--- src/rtl/tlul_pkg.sv ---
// TL-UL link definitions: channel structs, opcodes, widths and host-side
// constants shared by the host adapter and its tag FIFO.
package tlul_pkg;

  localparam int TL_AW  = 32;
  localparam int TL_DW  = 32;
  localparam int TL_DBW = TL_DW / 8;
  localparam int TL_AIW = 8;
  localparam int TL_DIW = 1;
  localparam int TL_SZW = 2;

  // Host-side constants: every host beat is a full 32-bit word.
  localparam logic [TL_SZW-1:0] TLUL_HOST_SIZE_WORD = 2'd2;
  localparam logic [TL_DBW-1:0] TLUL_FULL_MASK      = 4'hF;

  typedef enum logic [2:0] {
    PutFullData    = 3'h0,
    PutPartialData = 3'h1,
    Get            = 3'h4
  } tl_a_op_e;

  typedef enum logic [2:0] {
    AccessAck     = 3'h0,
    AccessAckData = 3'h1
  } tl_d_op_e;

  typedef struct packed {
    logic              a_valid;
    tl_a_op_e          a_opcode;
    logic [2:0]        a_param;
    logic [TL_SZW-1:0] a_size;
    logic [TL_AIW-1:0] a_source;
    logic [TL_AW-1:0]  a_address;
    logic [TL_DBW-1:0] a_mask;
    logic [TL_DW-1:0]  a_data;
    logic              d_ready;
  } tl_h2d_t;

  typedef struct packed {
    logic              d_valid;
    tl_d_op_e          d_opcode;
    logic [2:0]        d_param;
    logic [TL_SZW-1:0] d_size;
    logic [TL_AIW-1:0] d_source;
    logic [TL_DIW-1:0] d_sink;
    logic [TL_DW-1:0]  d_data;
    logic              d_error;
    logic              a_ready;
  } tl_d2h_t;

  // A full-mask write is a PutFullData; any other write is partial.
  function automatic tl_a_op_e host_a_opcode(input logic we, input logic [TL_DBW-1:0] be);
    tl_a_op_e op;
    if (!we) begin
      op = Get;
    end else if (be == TLUL_FULL_MASK) begin
      op = PutFullData;
    end else begin
      op = PutPartialData;
    end
    return op;
  endfunction

endpackage

--- src/rtl/tlul_host_tag_fifo.sv ---
// Small synchronous FIFO holding the expected {source, is_read} of each
// outstanding request, popped in order as D beats come back.
module tlul_host_tag_fifo #(
  parameter int DEPTH = 2,
  parameter int WIDTH = 9
) (
  input  logic             clk_i,
  input  logic             rst_i,
  input  logic             push_i,
  input  logic [WIDTH-1:0] wdata_i,
  input  logic             pop_i,
  output logic [WIDTH-1:0] rdata_o,
  output logic             full_o,
  output logic             empty_o
);

  localparam int PW = (DEPTH > 1) ? $clog2(DEPTH) : 1;
  localparam int CW = $clog2(DEPTH + 1);
  localparam logic [PW-1:0] PTR_LAST = PW'(DEPTH - 1);
  localparam logic [CW-1:0] CNT_FULL = CW'(DEPTH);

  logic [WIDTH-1:0] mem [DEPTH];
  logic [PW-1:0]    wr_ptr;
  logic [PW-1:0]    rd_ptr;
  logic [CW-1:0]    cnt;

  assign rdata_o = mem[rd_ptr];
  assign full_o  = (cnt == CNT_FULL);
  assign empty_o = (cnt == '0);

  // Storage write; contents need no reset because cnt guards every read.
  always_ff @(posedge clk_i) begin
    if (push_i) begin
      mem[wr_ptr] <= wdata_i;
    end
  end

  // Pointer and occupancy bookkeeping with wrap at DEPTH.
  always_ff @(posedge clk_i) begin
    if (rst_i) begin
      wr_ptr <= '0;
      rd_ptr <= '0;
      cnt    <= '0;
    end else begin
      if (push_i) begin
        wr_ptr <= (wr_ptr == PTR_LAST) ? '0 : wr_ptr + 1'b1;
      end
      if (pop_i) begin
        rd_ptr <= (rd_ptr == PTR_LAST) ? '0 : rd_ptr + 1'b1;
      end
      case ({push_i, pop_i})
        2'b10:   cnt <= cnt + 1'b1;
        2'b01:   cnt <= cnt - 1'b1;
        default: cnt <= cnt;
      endcase
    end
  end

endmodule

--- src/rtl/tlul_host_adapter.sv ---
// Core req/gnt/rvalid port to TL-UL host bridge with up to MAX_OUTSTANDING
// in-order requests. Define TLUL_HOST_RSP_CHECK_EN to check D-channel
// source/opcode against a tag FIFO and flag spurious beats.
module tlul_host_adapter
  import tlul_pkg::*;
#(
  parameter int MAX_OUTSTANDING = 2,
  parameter int SRC_BASE        = 0
) (
  input  logic        clk_i,
  input  logic        rst_i,
  input  logic        req_i,
  input  logic        we_i,
  input  logic [31:0] addr_i,
  input  logic [3:0]  be_i,
  input  logic [31:0] wdata_i,
  output logic        gnt_o,
  output logic        rvalid_o,
  output logic [31:0] rdata_o,
  output logic        err_o,
  output tl_h2d_t     tl_h_o,
  input  tl_d2h_t     tl_h_i
);

  localparam logic [0:0] A_IDLE = 1'b0;
  localparam logic [0:0] A_PEND = 1'b1;

  localparam int CNT_W = 3;
  localparam int TAG_W = 2;
  localparam logic [CNT_W-1:0]  MAX_CNT  = CNT_W'(MAX_OUTSTANDING);
  localparam logic [TAG_W-1:0]  TAG_LAST = TAG_W'(MAX_OUTSTANDING - 1);
  localparam logic [TL_AIW-1:0] SRC_OFS  = TL_AIW'(SRC_BASE);

  logic [0:0]        a_state;
  logic [CNT_W-1:0]  out_cnt;
  logic [TAG_W-1:0]  tag;

  tl_a_op_e          a_opcode_q;
  logic [TL_SZW-1:0] a_size_q;
  logic [TL_AIW-1:0] a_source_q;
  logic [TL_AW-1:0]  a_address_q;
  logic [TL_DBW-1:0] a_mask_q;
  logic [TL_DW-1:0]  a_data_q;

  logic              a_fire;
  logic              d_beat;
  logic              d_take;
  logic              d_spur;
  logic [TL_AIW-1:0] next_source;
  logic              rsp_err;
  logic              spur_pulse;

  assign gnt_o = req_i & ~rst_i & ((a_state == A_IDLE) | tl_h_i.a_ready) & (out_cnt < MAX_CNT);

  assign a_fire      = (a_state == A_PEND) & tl_h_i.a_ready;
  assign d_beat      = tl_h_i.d_valid & ~rst_i;
  assign d_take      = d_beat & (out_cnt != '0);
  assign d_spur      = d_beat & (out_cnt == '0);
  assign next_source = SRC_OFS + {{(TL_AIW-TAG_W){1'b0}}, tag};

  // Drive the A channel from the held request registers; d_ready follows reset.
  always_comb begin
    tl_h_o           = '0;
    tl_h_o.a_valid   = (a_state == A_PEND);
    tl_h_o.a_opcode  = a_opcode_q;
    tl_h_o.a_param   = 3'd0;
    tl_h_o.a_size    = a_size_q;
    tl_h_o.a_source  = a_source_q;
    tl_h_o.a_address = a_address_q;
    tl_h_o.a_mask    = a_mask_q;
    tl_h_o.a_data    = a_data_q;
    tl_h_o.d_ready   = ~rst_i;
  end

  // A-channel state: a grant always (re)enters A_PEND; an accepted beat with no new grant idles.
  always_ff @(posedge clk_i) begin
    if (rst_i) begin
      a_state <= A_IDLE;
    end else if (gnt_o) begin
      a_state <= A_PEND;
    end else if (a_fire) begin
      a_state <= A_IDLE;
    end
  end

  // A request register loads only on grant, so fields stay put under backpressure.
  always_ff @(posedge clk_i) begin
    if (rst_i) begin
      a_opcode_q  <= PutFullData;
      a_size_q    <= '0;
      a_source_q  <= '0;
      a_address_q <= '0;
      a_mask_q    <= '0;
      a_data_q    <= '0;
    end else if (gnt_o) begin
      a_opcode_q  <= host_a_opcode(we_i, be_i);
      a_size_q    <= TLUL_HOST_SIZE_WORD;
      a_source_q  <= next_source;
      a_address_q <= {addr_i[31:2], 2'b00};
      a_mask_q    <= we_i ? be_i : TLUL_FULL_MASK;
      a_data_q    <= we_i ? wdata_i : '0;
    end
  end

  // Outstanding counter and rolling tag; spurious D beats never touch the count.
  always_ff @(posedge clk_i) begin
    if (rst_i) begin
      out_cnt <= '0;
      tag     <= '0;
    end else begin
      case ({gnt_o, d_take})
        2'b10:   out_cnt <= out_cnt + 1'b1;
        2'b01:   out_cnt <= out_cnt - 1'b1;
        default: out_cnt <= out_cnt;
      endcase
      if (gnt_o) begin
        tag <= (tag == TAG_LAST) ? '0 : tag + 1'b1;
      end
    end
  end

`ifdef TLUL_HOST_RSP_CHECK_EN
  localparam int FIFO_W = TL_AIW + 1;

  logic [FIFO_W-1:0] exp_entry;
  logic              fifo_full_unused;
  logic              fifo_empty_unused;
  logic              exp_read;
  logic [TL_AIW-1:0] exp_source;
  tl_d_op_e          exp_opcode;

  tlul_host_tag_fifo #(
    .DEPTH (MAX_OUTSTANDING),
    .WIDTH (FIFO_W)
  ) u_tag_fifo (
    .clk_i   (clk_i),
    .rst_i   (rst_i),
    .push_i  (gnt_o),
    .wdata_i ({next_source, ~we_i}),
    .pop_i   (d_take),
    .rdata_o (exp_entry),
    .full_o  (fifo_full_unused),
    .empty_o (fifo_empty_unused)
  );

  assign exp_read   = exp_entry[0];
  assign exp_source = exp_entry[FIFO_W-1:1];
  assign exp_opcode = exp_read ? AccessAckData : AccessAck;
  assign rsp_err    = tl_h_i.d_error | (tl_h_i.d_source != exp_source) | (tl_h_i.d_opcode != exp_opcode);
  assign spur_pulse = d_spur;
`else
  assign rsp_err    = tl_h_i.d_error;
  assign spur_pulse = 1'b0;
`endif

  // Registered response: one pulse per D beat, data zeroed for AccessAck, data held otherwise.
  always_ff @(posedge clk_i) begin
    if (rst_i) begin
      rvalid_o <= 1'b0;
      rdata_o  <= '0;
      err_o    <= 1'b0;
    end else if (d_take) begin
      rvalid_o <= 1'b1;
      rdata_o  <= (tl_h_i.d_opcode == AccessAckData) ? tl_h_i.d_data : '0;
      err_o    <= rsp_err;
    end else if (spur_pulse) begin
      rvalid_o <= 1'b1;
      rdata_o  <= '0;
      err_o    <= 1'b1;
    end else begin
      rvalid_o <= 1'b0;
      err_o    <= 1'b0;
    end
  end

  logic unused_inputs;
  assign unused_inputs = ^{addr_i[1:0], tl_h_i.d_param, tl_h_i.d_size, tl_h_i.d_source, tl_h_i.d_sink};

endmodule

--- config.mk ---
export PLATFORM = sky130hd
export DESIGN_NAME = tlul_host_adapter
export DESIGN_NICKNAME = d
export VERILOG_FILES = /design/src/rtl/tlul_pkg.sv /design/src/rtl/tlul_host_tag_fifo.sv /design/src/rtl/tlul_host_adapter.sv
export SDC_FILE = /design/constraint.sdc
export NUM_CORES = 1
export LEC_CHECK = 0
export CAP_MARGIN = 20
export CORE_MARGIN = 4
export CORE_UTILIZATION = 40
export CTS_BUF_LIST = sky130_fd_sc_hd__clkbuf_4 sky130_fd_sc_hd__clkbuf_8
export CTS_CLUSTER_DIAMETER = 80
export DETAILED_ROUTE_END_ITERATION = 16
export PLACE_DENSITY = 0.9
export REMOVE_ABC_BUFFERS = 1
export SYNTH_ARGS = -nofsm -noshare
export SYNTH_HDL_FRONTEND = slang
export SYNTH_SLANG_ARGS = --single-unit
--- constraint.sdc ---
create_clock -name clk_i -period 4 [get_ports clk_i]
set_input_delay 0.4 -clock clk_i [delete_from_list [all_inputs] [get_ports clk_i]]
set_output_delay 0.4 -clock clk_i [all_outputs]
set_load 0.01 [all_outputs]
== After elaboration in Yosys (flattened, before gate mapping) ==
Index checks and enable logic that the tools add are counted.
Word-level totals
  word-level logic and storage cells: 45
  bits of input ports: 124
  output and inout port bits: 121
  flip-flop bits (word level): 112
Operators by class
  reductions and logical operators: 4
  magnitude comparators: 1
  $add $sub $neg: 3
  equality and inequality tests: 5
  muxes and demuxes: 10
  bitwise gates (word level): 10
Operators with widths (count)
  32-bit 2-to-1 mux: 2
  1-bit AND: 6
  3-bit case mux with 2 select lines: 1
  2-bit by 1-bit equality test with 1-bit output (second input constant): 2
  4-bit equality test (second input constant): 1
  1-bit 2-to-1 mux: 4
  4-bit 2-to-1 mux: 1
  2-bit nonzero test: 2
  3-bit by 1-bit adder with 3-bit output (second input constant): 1
  3-bit by 1-bit equality test with 1-bit output (second input constant): 1
  3-bit by 2-bit < comparator with 1-bit output (second input constant): 1
  3-bit 2-to-1 mux: 1
  1-bit inverter: 3
  3-bit nonzero test: 1
  3-bit by 1-bit subtractor with 3-bit output (second input constant): 1
  2-bit by 1-bit adder with 2-bit output (second input constant): 1
  2-bit equality test (second input constant): 1
  2-bit 2-to-1 mux: 1
  2-bit OR reduction: 1
  1-bit bitwise OR: 1

== Logic depth before layout (Yosys ltp) ==
Gate-level depths: netlist (run 1).
  depth in word-level cells: 6
  gate-level depth with buffers: 12
  depth with buffers taken out: 8

== Least setup slack after synthesis (run 1) ==
Ideal clock, no wire load.
  kind: input-to-reg
  start: in rst_i
  end: reg out_cnt[2]
  path buffers: 4
  data required time: 3.930 ns
  data arrival time: 2.445 ns
  library setup time: 0.070 ns
  setup slack: 1.485 ns
  stages: 12
  cells stage by stage: clkbuf_1 nor2b_1 buf_2 and2_1 clkbuf_1 buf_2 ha_1 inv_1 fa_1 xor2_1 or3_1 a21oi_1
Between the ends
  elaborated cells on any way between the ends: 10
  classes of those cells: eq/ne (2); mux (1); bitwise (6); reduce/logical (1)
RTL lines
  start: declaration: line tlul_host_adapter.sv:11  | input logic rst_i,
  1-bit inverter (*): line tlul_host_adapter.sv:56  | assign d_beat = tl_h_i.d_valid & ~rst_i;
  1-bit AND (*): line tlul_host_adapter.sv:56
  1-bit AND (*): line tlul_host_adapter.sv:57  | assign d_take = d_beat & (out_cnt != '0);
  net d_take: line tlul_host_adapter.sv:47  | logic d_take;
  2-bit by 1-bit equality test with 1-bit output or 2-bit equality test (tied branches): line tlul_host_adapter.sv:111  | case ({gnt_o, d_take})
  3-bit case mux with 2 select lines or 2-bit nonzero test (tied branches)
  end signal: assignment: line tlul_host_adapter.sv:112  | 2'b10: out_cnt <= out_cnt + 1'b1;
  end signal: assignment: line tlul_host_adapter.sv:113  | 2'b01: out_cnt <= out_cnt - 1'b1;
  end signal: assignment: line tlul_host_adapter.sv:114  | default: out_cnt <= out_cnt;
  end: declaration: line tlul_host_adapter.sv:35  | logic [CNT_W-1:0] out_cnt;
Mark *: on every way through the listed nets, which the timed path passes. The rest lies on a longest branch.
A chain may end at the register's enable or synchronous reset.

== Final worst setup path (run 1) ==
  start: in req_i
  end: out gnt_o
Between the ends
  word-level cells in the longest chain between the ends: 3
RTL lines
  start: declaration: line tlul_host_adapter.sv:12  | input logic req_i,
  1-bit AND (3 in a row): line tlul_host_adapter.sv:53  | assign gnt_o = req_i & ~rst_i & ((a_state == A_IDLE) | tl_h_i.a_ready) & (out_cnt < MAX_CNT);
  end: declaration: line tlul_host_adapter.sv:17  | output logic gnt_o,
Every way passes these cells.

==> results.toml, run 1 <==
[outcome]
outcome = "finished, final reports clean"

[setup_path]
worstPathCellList = "clkdlybuf4s50_1 -> or3b_2 -> or3_2 -> inv_1 -> clkdlybuf4s50_1"
critPathMaxStageDelay_ns = 0.78
slowest_stage = "or3_2"
crit_required_ns = 3.60
path_class = "primary input to output port"
cp-end-kind = "output port"
critPathArrivalTime_ns = 2.82
crit_fanout = 31
startpoint_type = "primary input"
critical_path.most_common_cell = "clkdlybuf4s50_1"

[clock_network]
clk_latency_ns = 0.37
htree_levels = 3
cts_buffer_depth = 2
numClockSinks = 111
cts_tree = "yes"
ctsHoldBuffers = 0
clk_pin_slew_ns = 0.11
root_buffer = "clkbuf_8"
cts_inserted_buffers = 9
ctsResizeCount = 0
cts_setup_buffers = 0

[synth]
ys_ff_latch = 111
synthFlopType = "dfxtp_1"
yosysMostFrequentCell = "dfxtp_1"
ys_top_cells_by_count = "dfxtp_1 (111), o211ai_1 (71), nand2_1 (66), o21ai_1 (60), o21ai_0 (43)"
synth_edf_count = 0
ys_types = 28
synth_top_cell_area_share = 0.501
yosys_warnings = 0
ys_seq_area_frac = 0.501
syn_avg_cell_area_sq_um = 8.57
post-synth-top-area-cell = "dfxtp_1"
postSynthCellCount = 518
synthArstFlopShare = 0
synthesis.area_sq_mm = 0.00444
synthTopCellsByArea = "dfxtp_1 (50%), o211ai_1 (12%), o21ai_1 (6.8%), nand2_1 (5.6%), o21ai_0 (4.8%)"

[hold_path]
hold_path.class = "register to register"

[timing]
rsz0062_at_grt = "false"
hold_viol = 0
worstMarginPinSlew_ns = 1.05
fin_crit_ns = 3.22
fin_crit_sh = 0.806
final.setup.tns_ns = 0
slew_headroom = 0.301
finClkSkew_ns = 0.0127
slew_viol_final = 0
max_freq_mhz = 310
setup_viol = 0
hold-worst-slack_ns = 0.463

[floorplan]
fp.dieArea_sq_mm = 0.0128
die_y_um = 113
die_w_um = 113
placementRows = 38
start_util = 0.410
pin_count = 245
core_sq_mm = 0.0108

[global_routing]
use_met2 = 0.335
grt_pass1_wl_um = 21100
gr-usage-met3 = 0.0668
antenna_found_initial = 0
grt_use_total = 0.200
grt_use_met1 = 0.235
grt-busiest-layer = "met2"
gr-total-overflow = 0
grt_max_degree = 106
grt_pass1_vias = 4348

[power]
combinationalPowerShare = 0.203
switching_power_mw = 0.666
internal_power_mw = 1.79
seqPwrFrac = 0.491
switching_share = 0.271
power_density_mw_per_mm2 = 364
ir_worst_vdd_uv = 190
leakagePower_nw = 2.48
pwr-share-clk = 0.307

[routing]
ant_nets = 0
dr.pass1.iters = 4
vias_per_cell = 5.26
wl_per_cell_um = 15.9
wirelength_um = 13400
drc = 0
routed-via-count = 4425
drtIter0Drc = 533

[job]
maxCapViolCount = 0

[layout]
area_delta_synth_final_pct = 52.1
stdcell_count = 841
diodes = 0
fin_nets = 822
drive_above_1_share = 0.0456

[placement]
dp_hpwl_um = 9290
gp_congestion = 0.841
port_buffers = 215
dp_cells = 825
-- per-layer routing --
| layer | wire length (um) | up-vias |
|---|---|---|
| met4 | 292 | 0 |
| met1 | 5330 | 2058 |
| met2 | 6340 | 214 |
| met3 | 1400 | 21 |
| li1 | - | 2132 |
| met5 | 0 | - |
-- critical path, delay by kind of cell --
| kind | cells | cell delay [ns] |
|---|---|---|
| buffers and inverters | 3 | 1.18 |
| AND/OR/NAND/NOR | 2 | 1.24 |
-- power groups by stage --
stage               logic [mW]  registers, mW  clock network [mW]
floorplan                0.159           1.26                   0
global placement         0.485           1.23                   0
detailed placement       0.495           1.23                   0
CTS                      0.500           1.21               0.769
global route             0.537           1.21               0.814
finish                   0.498           1.21               0.753
-- sequential cells by signal, indices dropped and copies added, names as in the netlist, 2 cells and up --
register	flops
a_opcode_q	2
a_address_q	30
rdata_o	32
a_source_q	2
out_cnt	3
a_mask_q	4
tag	2
a_data_q	32
-- final timing paths --
check / from / endpoint / cells after the start / slack, ns
max: req_i / gnt_o / 5 / 0.78
min: tag[1]$_SDFFE_PP0P_ / a_source_q[1]$_SDFFE_PP0P_ / 2 / 0.46
max reg2reg: out_cnt[2]$_SDFFE_PP0P_ / out_cnt[2]$_SDFFE_PP0P_ / 8 / 1.16
min reg2reg: tag[1]$_SDFFE_PP0P_ / a_source_q[1]$_SDFFE_PP0P_ / 2 / 0.46
-- cells in the final DEF, fill, tap and decap left out, types with 2 or more instances in the layout --
cell type and n:
clkdlybuf4s50_1 215, dfxtp_1 111, o211ai_1 71, nand2_1 66, o21ai_1 60, o21ai_0 43
inv_1 35, nand4_1 33, conb_1 13, clkbuf_8 10, buf_4 9, nor2b_1 4
nor2_1 3, a21oi_1 3, or3_1 2, and2_1 2, xor2_1 2, and3_1 2
bufinv_16 2, clkinv_4 2
-- final cells by class --
cell class	count	area, sq um
Timing Repair Buffer	224	2220
Clock buffer	10	138
Tap cell	140	175
Inverter	36	135
Fill cell	885	4090
Clock inverter	6	91.3
Multi-Input combinational cell	314	1770
Sequential cell	111	2220
-- logic make-up after synthesis --
logic type / Yosys count / share of synthesized area
DFF: 111 / 0.501
other: 1 / 0.000845
AOI/OAI and AO/OA: 178 / 0.241
adders and majority gates: 2 / 0.00733
xor gates and xnor gates: 2 / 0.00395
buffers and inverters: 105 / 0.115
and+or+nand+nor: 119 / 0.131
-- stage by stage --
step | setup slack [ns] | util | cell area, sq um | power [mW]
floorplan | -1.53 | - | 4110 | 1.41
global placement | 0.748 | 0.602 | 6520 | 1.71
detailed placement | 0.671 | 0.602 | 6520 | 1.73
CTS | 0.766 | 0.623 | 6750 | 2.47
global route | 0.680 | 0.623 | 6750 | 2.56
finish | 0.777 | 0.623 | 6750 | 2.46
Note: power is estimated with default switching activity, not from simulation.
==> run 2: changes to the inputs <==
--- a/config.mk
+++ b/config.mk
@@ -7,11 +7,11 @@
 export LEC_CHECK = 0
 export CAP_MARGIN = 20
 export CORE_MARGIN = 4
-export CORE_UTILIZATION = 40
+export CORE_UTILIZATION = 36
 export CTS_BUF_LIST = sky130_fd_sc_hd__clkbuf_4 sky130_fd_sc_hd__clkbuf_8
 export CTS_CLUSTER_DIAMETER = 80
 export DETAILED_ROUTE_END_ITERATION = 16
-export PLACE_DENSITY = 0.9
+export PLACE_DENSITY = 0.86
 export REMOVE_ABC_BUFFERS = 1
 export SYNTH_ARGS = -nofsm -noshare
 export SYNTH_HDL_FRONTEND = slang
==> constraint.sdc (replaced) <==
create_clock -name clk_i -period 2.7 [get_ports clk_i]
set_input_delay 0.27 -clock clk_i [delete_from_list [all_inputs] [get_ports clk_i]]
set_output_delay 0.27 -clock clk_i [all_outputs]
set_load 0.01 [all_outputs]
==> run 2 against run 1 <==
Net effect: combinational power is 51% higher; global-route usage is 1.4 points lower; largest power group unchanged; routed wire length is 1.5% higher; critical endpoint is now out_cnt[2]$_SDFFE_PP0P_.
==> results.toml, run 2 (same netlist as run 1, synthesis figures left out) <==
[routing]
routed-via-count = 4368
drc = 0
wl_per_cell_um = 15.5
ant_nets = 0
dr.pass1.iters = 6
drtIter0Drc = 355
vias_per_cell = 4.99
wirelength_um = 13600

[timing]
fin_crit_ns = 2.32
setup_viol = 0
max_freq_mhz = 431
slew_headroom = 0.467
hold-worst-slack_ns = 0.430
fin_crit_sh = 0.859
worstMarginPinSlew_ns = 0.799
rsz0062_at_grt = "false"
fin_ws_ns = 0.380
final.setup.tns_ns = 0
slew_viol_final = 0
finClkSkew_ns = 0.00719
hold_viol = 0

[global_routing]
grt_use_total = 0.186
gr-total-overflow = 0
grt_pass1_wl_um = 21400
grt_max_degree = 106
grt_pass1_vias = 4230
antenna_found_initial = 0

[job]
maxCapViolCount = 0

[power]
leakagePower_nw = 2.51
finalPower_mw = 3.48
power_density_mw_per_mm2 = 511
ir_worst_vdd_uv = 294

[setup_path]
path_class = "register to register"
startpoint_type = "register"
critPathArrivalTime_ns = 2.64
crit_required_ns = 3.02
cp-end-kind = "register"
crit_fanout = 4

[clock_network]
clk_pin_slew_ns = 0.10
root_buffer = "clkbuf_8"
htree_levels = 3
clk_latency_ns = 0.38
cts_inserted_buffers = 9
cts_buffer_depth = 2
numClockSinks = 111
ctsHoldBuffers = 0
cts_tree = "yes"

[floorplan]
start_util = 0.368
die_y_um = 119
pin_count = 245
placementRows = 40
core_sq_mm = 0.0121
die_w_um = 119
fp.dieArea_sq_mm = 0.0142

[layout]
regArea_sq_mm = 0.00222
fin_nets = 829
fill_cells = 1098
largestRegisters = "a_data_q (32), rdata_o (32), a_address_q (30)"
drive_above_1_share = 0.0537
area_delta_synth_final_pct = 53.2
design_area_sq_mm = 0.00680
layout_common_cells = "clkdlybuf4s50_1 (214), dfxtp_1 (111), o211ai_1 (71), nand2_1 (66), o21ai_1 (60)"
final_common_cell = "clkdlybuf4s50_1"
diodes = 0
multiInputGateArea_sq_mm = 0.00177

[placement]
dp_slack_ns = -0.0136
port_buffers = 215
post_dp_cell_area_sq_mm = 0.00663
dp_hpwl_um = 9340
gp_congestion = 0.802

[hold_path]
hold_path.class = "primary input to register"

[outcome]
outcome = "finished, final reports clean"
[run 2: worst max-delay path: stages, from the launching register on]
cell	delay (ns)
dfxtp_1	0.34
or3b_4	0.40
or3_2	0.50
ha_1	0.24
inv_1	0.07
fa_1	0.19
xor2_1	0.08
or3_1	0.31
a21oi_1	0.13
[run 2: timing repair]
action	CTS	global route
endpoints found under the setup margin	0	1
buffers inserted	0	0
resized for setup	0	1
[run 2: final timing paths]
path | slack [ns] | start | depth (start not counted) | to
max | 0.38 | out_cnt[2]$_SDFFE_PP0P_ | 8 | out_cnt[2]$_SDFFE_PP0P_
min | 0.43 | addr_i[30] | 3 | a_address_q[30]$_SDFFE_PP0P_
max reg2reg | 0.38 | out_cnt[2]$_SDFFE_PP0P_ | 8 | out_cnt[2]$_SDFFE_PP0P_
min reg2reg | 0.45 | rdata_o[16]$_SDFFE_PP0P_ | 2 | rdata_o[16]$_SDFFE_PP0P_
[run 2: stage by stage]
stage	utilization	instances
after global routing	0.564	875
final	0.564	875
after CTS	0.564	875
after detailed placement	0.549	860
after global placement	0.549	860
after floorplan	-	461
[run 2: layout make-up]
type                       count  share of cell area
clock buffer                  14              0.0247
clock inverter                 1            0.000736
inverter                      36              0.0201
multi-input combinational    314               0.261
sequential                   111               0.327
tap                          168              0.0309
timing repair buffer         231               0.336
[run 2: routing by layer]
layer,vias up,wire (um),GRT usage
li1,2150,-,-
met3,15,1500,0.0712
met5,-,0,0
met1,2007,5710,0.232
met2,196,6070,0.289
met4,0,270,0.0746
[run 2: power by group]
group | internal (mW) | leakage (nW) | switching (mW)
clock network | 0.398 | 0.0942 | 0.541
logic | 0.379 | 1.51 | 0.374
registers | 1.73 | 0.905 | 0.0501
total | 2.51 | 2.51 | 0.965
==> RTL edit 1 (flow settings as in run 1) <==
Put one more register stage on the output `err_o`, cleared by the reset. The value now appears one clock later. The other outputs are not delayed to match.
--- a/src/rtl/tlul_host_adapter.sv
+++ b/src/rtl/tlul_host_adapter.sv
@@ -32,2 +32,4 @@
   localparam logic [TL_AIW-1:0] SRC_OFS  = TL_AIW'(SRC_BASE);
+
+  logic err_s0;
 
@@ -160,3 +162,3 @@
       rdata_o  <= '0;
-      err_o    <= 1'b0;
+      err_s0   <= 1'b0;
     end else if (d_take) begin
@@ -164,3 +166,3 @@
       rdata_o  <= (tl_h_i.d_opcode == AccessAckData) ? tl_h_i.d_data : '0;
-      err_o    <= rsp_err;
+      err_s0   <= rsp_err;
     end else if (spur_pulse) begin
@@ -168,6 +170,6 @@
       rdata_o  <= '0;
-      err_o    <= 1'b1;
+      err_s0   <= 1'b1;
     end else begin
       rvalid_o <= 1'b0;
-      err_o    <= 1'b0;
+      err_s0   <= 1'b0;
     end
@@ -178,2 +180,10 @@
 
+  always_ff @(posedge clk_i) begin
+    if (rst_i) begin
+      err_o <= '0;
+    end else begin
+      err_o <= err_s0;
+    end
+  end
+
 endmodule
Check against the original RTL: not equivalent (a bounded check fails within 4 cycles, from zero or initial values and one cycle with rst_i high).
==> RTL edit 1 against run 1 <==
  * Global-route usage decreased by 0.15 points
  * Power down 1.4%
  * Highest routed layer unchanged
  * Combinational power about the same
  * Setup slack improved by 15 ps
  * Sequential cell count grew 1
  * Wire length decreased by 1.1%
  * Final area grew 0.22%
  * Synthesized area grew 0.59%
  * Worst hold slack got worse by 15 ps
==> RTL edit 1: results (changes against run 1) <==
stage	metric	value	unit	change
synthesis	Avg Cell Area, Syn	8.59	µm²	+0.20%
finish	Nets	824		+0.24%
worst_hold_path	Hold Path Cell Cnt	1		-1
synthesis	Yosys top cell area share	0.502		+0.00154
synthesis	Post-synth ARST share	0		unchanged
routing	M1 WL	5290	µm	-0.73%
synthesis	ranking of synthesized cells by area	dfxtp_1 50%, o211ai_1 12%, o21ai_1 6.1%		
critical_path	Reg2Reg Setup Slack	1180	ps	+20 ps
placement	DPL Wire Length	9110	µm	-2.0%
routing	met2 WL post-DR	6200	µm	-2.2%
routing	met3 wire length	1540	µm	+10%
synthesis	Distinct cells, synth	29		+3.6%
synthesis	sequential fraction of the synthesis area	0.502		+0.00154
worst_hold_path	HP Start	err_s0$_SDFF_PP0_		
critical_path	Data arrival, critical path	2810	ps	about the same
timing	hold_ws	448	ps	-15.2 ps
critical_path	CP peak stage delay	760	ps	-20 ps
placement	Post-DP Area	6550	µm²	+0.42%
status	status	complete, no violations		
timing	clk_skew	11.3	ps	-1.40 ps
routing	via count	4388		-0.84%
pwr	leakage	2.47	nW	about the same
finish	Post-Layout Cell Count	843		+0.24%
placement	routability cong.	0.844		+0.37%
pwr	Max IR drop VDD	237	µV	+25%
finish	share of post-route cells with drive strength above 1	0.0455		-0.000130
critical_path	Worst Path Max Fanout	28		-9.7%
[RTL edit 1: cell count changes after synthesis]
cell and change:
dfxtp_1 +1, and2_0 +1, buf_1 -3, o21ai_1 -6, clkbuf_1 +3, nor2b_1 +1
and2_1 -1, o21ai_0 +6
[RTL edit 1: cell type report]
type                       instances  area [µm²]
inverter                          36         136
clock inverter                     4        51.3
fill                             869        4120
timing repair buffer             224        2220
clock buffer                      12         165
sequential                       112        2240
multi-input combinational        315        1780
tap                              140         175
[RTL edit 1: per-stage QoR]
stage	utilization	total power [mW]	setup TNS [ps]
2_1_floorplan	-	1.42	-34520
3_3_place_gp	0.601	1.72	0
3_5_place_dp	0.601	1.74	0
4_1_cts	0.621	2.45	0
5_1_grt	0.621	2.54	0
6_report	0.621	2.42	0
[RTL edit 1: worst max-delay path, delay by kind of cell]
kind          cells  cell delay, ps
simple gates      2            1210
buf+inv           3            1190
[RTL edit 1: cells by family (layout without fill, tap and decap cells)]
kind of cell    Yosys count  count (layout)  synth area share
compound gates          178             178             0.240
other cells               1              13          0.000840
xor+xnor                  2               2           0.00392
buf+inv                 105             276             0.114
fa+ha+maj                 2               2           0.00728
flops                   112             112             0.502
simple gates            120             120             0.132
[RTL edit 1: metal layers]
layer  global-route usage  up-vias
met3               0.0812       13
met5                    0        -
met4               0.0497        0
li1                     -     2142
met1                0.244     2020
met2                0.324      213
[RTL edit 1: power breakdown]
group / switching [mW] / leakage, nW / internal, mW
Combinational: 0.252 / 1.45 / 0.246
Clock: 0.367 / 0.109 / 0.342
Sequential: 0.0349 / 0.913 / 1.18
Total: 0.653 / 2.47 / 1.77
[RTL edit 1: how the worst max path moves through the flow]
stage                     depth (start not counted)                 endpoint  slack [ps]
after global placement                            9  out_cnt[2]$_SDFFE_PP0P_         770
after global routing                              5                    gnt_o         710
final                                             5                    gnt_o         790
after CTS                                         5                    gnt_o         780
after detailed placement                          9  out_cnt[2]$_SDFFE_PP0P_         670
after floorplan                                   8  out_cnt[2]$_SDFFE_PP0P_       -1530
==> RTL edit 2 (settings of run 1) <==
Made on the original files. Build with the macro `TLUL_HOST_RSP_CHECK_EN` defined.
--- a/src/rtl/tlul_host_adapter.sv
+++ b/src/rtl/tlul_host_adapter.sv
@@ -3,2 +3,4 @@
 // source/opcode against a tag FIFO and flag spurious beats.
+`define TLUL_HOST_RSP_CHECK_EN
+
 module tlul_host_adapter
Function: changed (Yosys sat finds a counterexample within 4 cycles, from zero or initial values and one cycle with rst_i high).
==> RTL edit 2 against run 1 <==
  * Final area rose by 5.3%
  * Wire length rose by 1.2%
  * Setup slack improved by 540 ps
  * Power rose by 15%
  * Global-route usage rose by 0.39 points
  * Critical path depth did not move
  * Highest routed layer unchanged
  * Register-to-register slack improved by 370 ps
  * Synthesized area rose by 1.4%
  * Sequential cell count rose by 9
  * Critical path type unchanged
==> RTL edit 2: results (changes against run 1) <==
stage	metric	value	unit	change
status	status	complete, no violations		
worst_hold_path	HP Start	a_data_q[13]$_SDFFE_PP0P_		
critical_path	Crit-path slowest cell	clkdlybuf4s50_1		
routing	met2 WL post-DR	6310	µm	-0.41%
routing	Iteration-0 DRC Markers	243		-54%
pwr	Clock power frac	0.374		+0.067
worst_hold_path	Hold Path Sink	a_data_q[13]$_SDFFE_PP0P_		
finish	share of post-route cells with drive strength above 1	0.0602		+0.0146
finish	Fill cells	841		-5.0%
critical_path	worst-case reg-to-reg path depth	5		-3
critical_path	R2R Path End	u_tag_fifo.mem[1][1]$_DFFE_PP_		
global_routing	Global Route met1 Usage	0.232		-0.00284
clock_network	clk_lat worst skew	410	ps	+40 ps
synthesis	Post-synth EDFFs	6		+6
routing	via/cell ratio	4.81		-8.6%
routing	M1 WL	5520	µm	+3.6%
finish	fraction of area in multi-input gates	0.248		-0.0137
placement	Port Buf Inserts	223		+3.7%
placement	routability cong.	0.850		+1.1%
pwr	Max IR drop VDD	273	µV	+44%
placement	DPL Wire Length	9590	µm	+3.2%
finish	Non-clock buffer share	0.324		-0.00529
global_routing	M2 GR Usage	0.336		+0.000367
pwr	Power Total	2.83	mW	+15%
finish	multi-input gates	360		+15%
finish	Non-clk invs	6		-83%
pwr	Sw Share	0.250		-0.0212
critical_path	delay-heaviest family, CP	buffers and inverters		
finish	Post-Layout Cell Count	887		+5.5%
timing	max_slew headroom	0.478		+0.177
pwr	leakage	2.74	nW	+10%
finish	Clock buf/inv share	0.0539		+0.0199
routing	drt first pass iters	5		+1
global_routing	first-pass GRT wire length	21000	µm	-0.52%
critical_path	Reg2Reg Setup Slack	1530	ps	+370 ps
synthesis	sequential fraction of the synthesis area	0.547		+0.0464
routing	DR WL/cell	15.2	µm	-4.0%
## RTL edit 2: metrics by stage
step	hold slack [ps]	utilization	worst slack [ps]	instance area, µm²
floorplan	434	-	1060	4250
global placement	435	0.612	1070	6700
detailed placement	440	0.612	962	6700
CTS	427	0.647	1290	7080
global route	465	0.650	1210	7110
finish	451	0.650	1320	7110
## RTL edit 2: kinds of logic (layout without fill, tap and decap cells)
| logic type | after synthesis | after routing | synth area share |
|---|---|---|---|
| AO/OA/AOI/OAI | 77 | 77 | 0.0875 |
| XOR/XNOR | 8 | 8 | 0.0156 |
| adder cells (fa/ha/maj) | 2 | 2 | 0.00723 |
| buffers and inverters | 58 | 267 | 0.0709 |
| flip-flops | 120 | 120 | 0.547 |
| multiplexers | 3 | 3 | 0.00667 |
| other | 1 | 13 | 0.000833 |
| AND/OR/NAND/NOR | 257 | 257 | 0.264 |
## RTL edit 2: worst register-to-register path, cell delays in order, from the launching register on
cell	delay, ps
dfxtp_1	350
nor2_2	170
nand4_4	490
inv_2	210
buf_4	640
and2_1	330
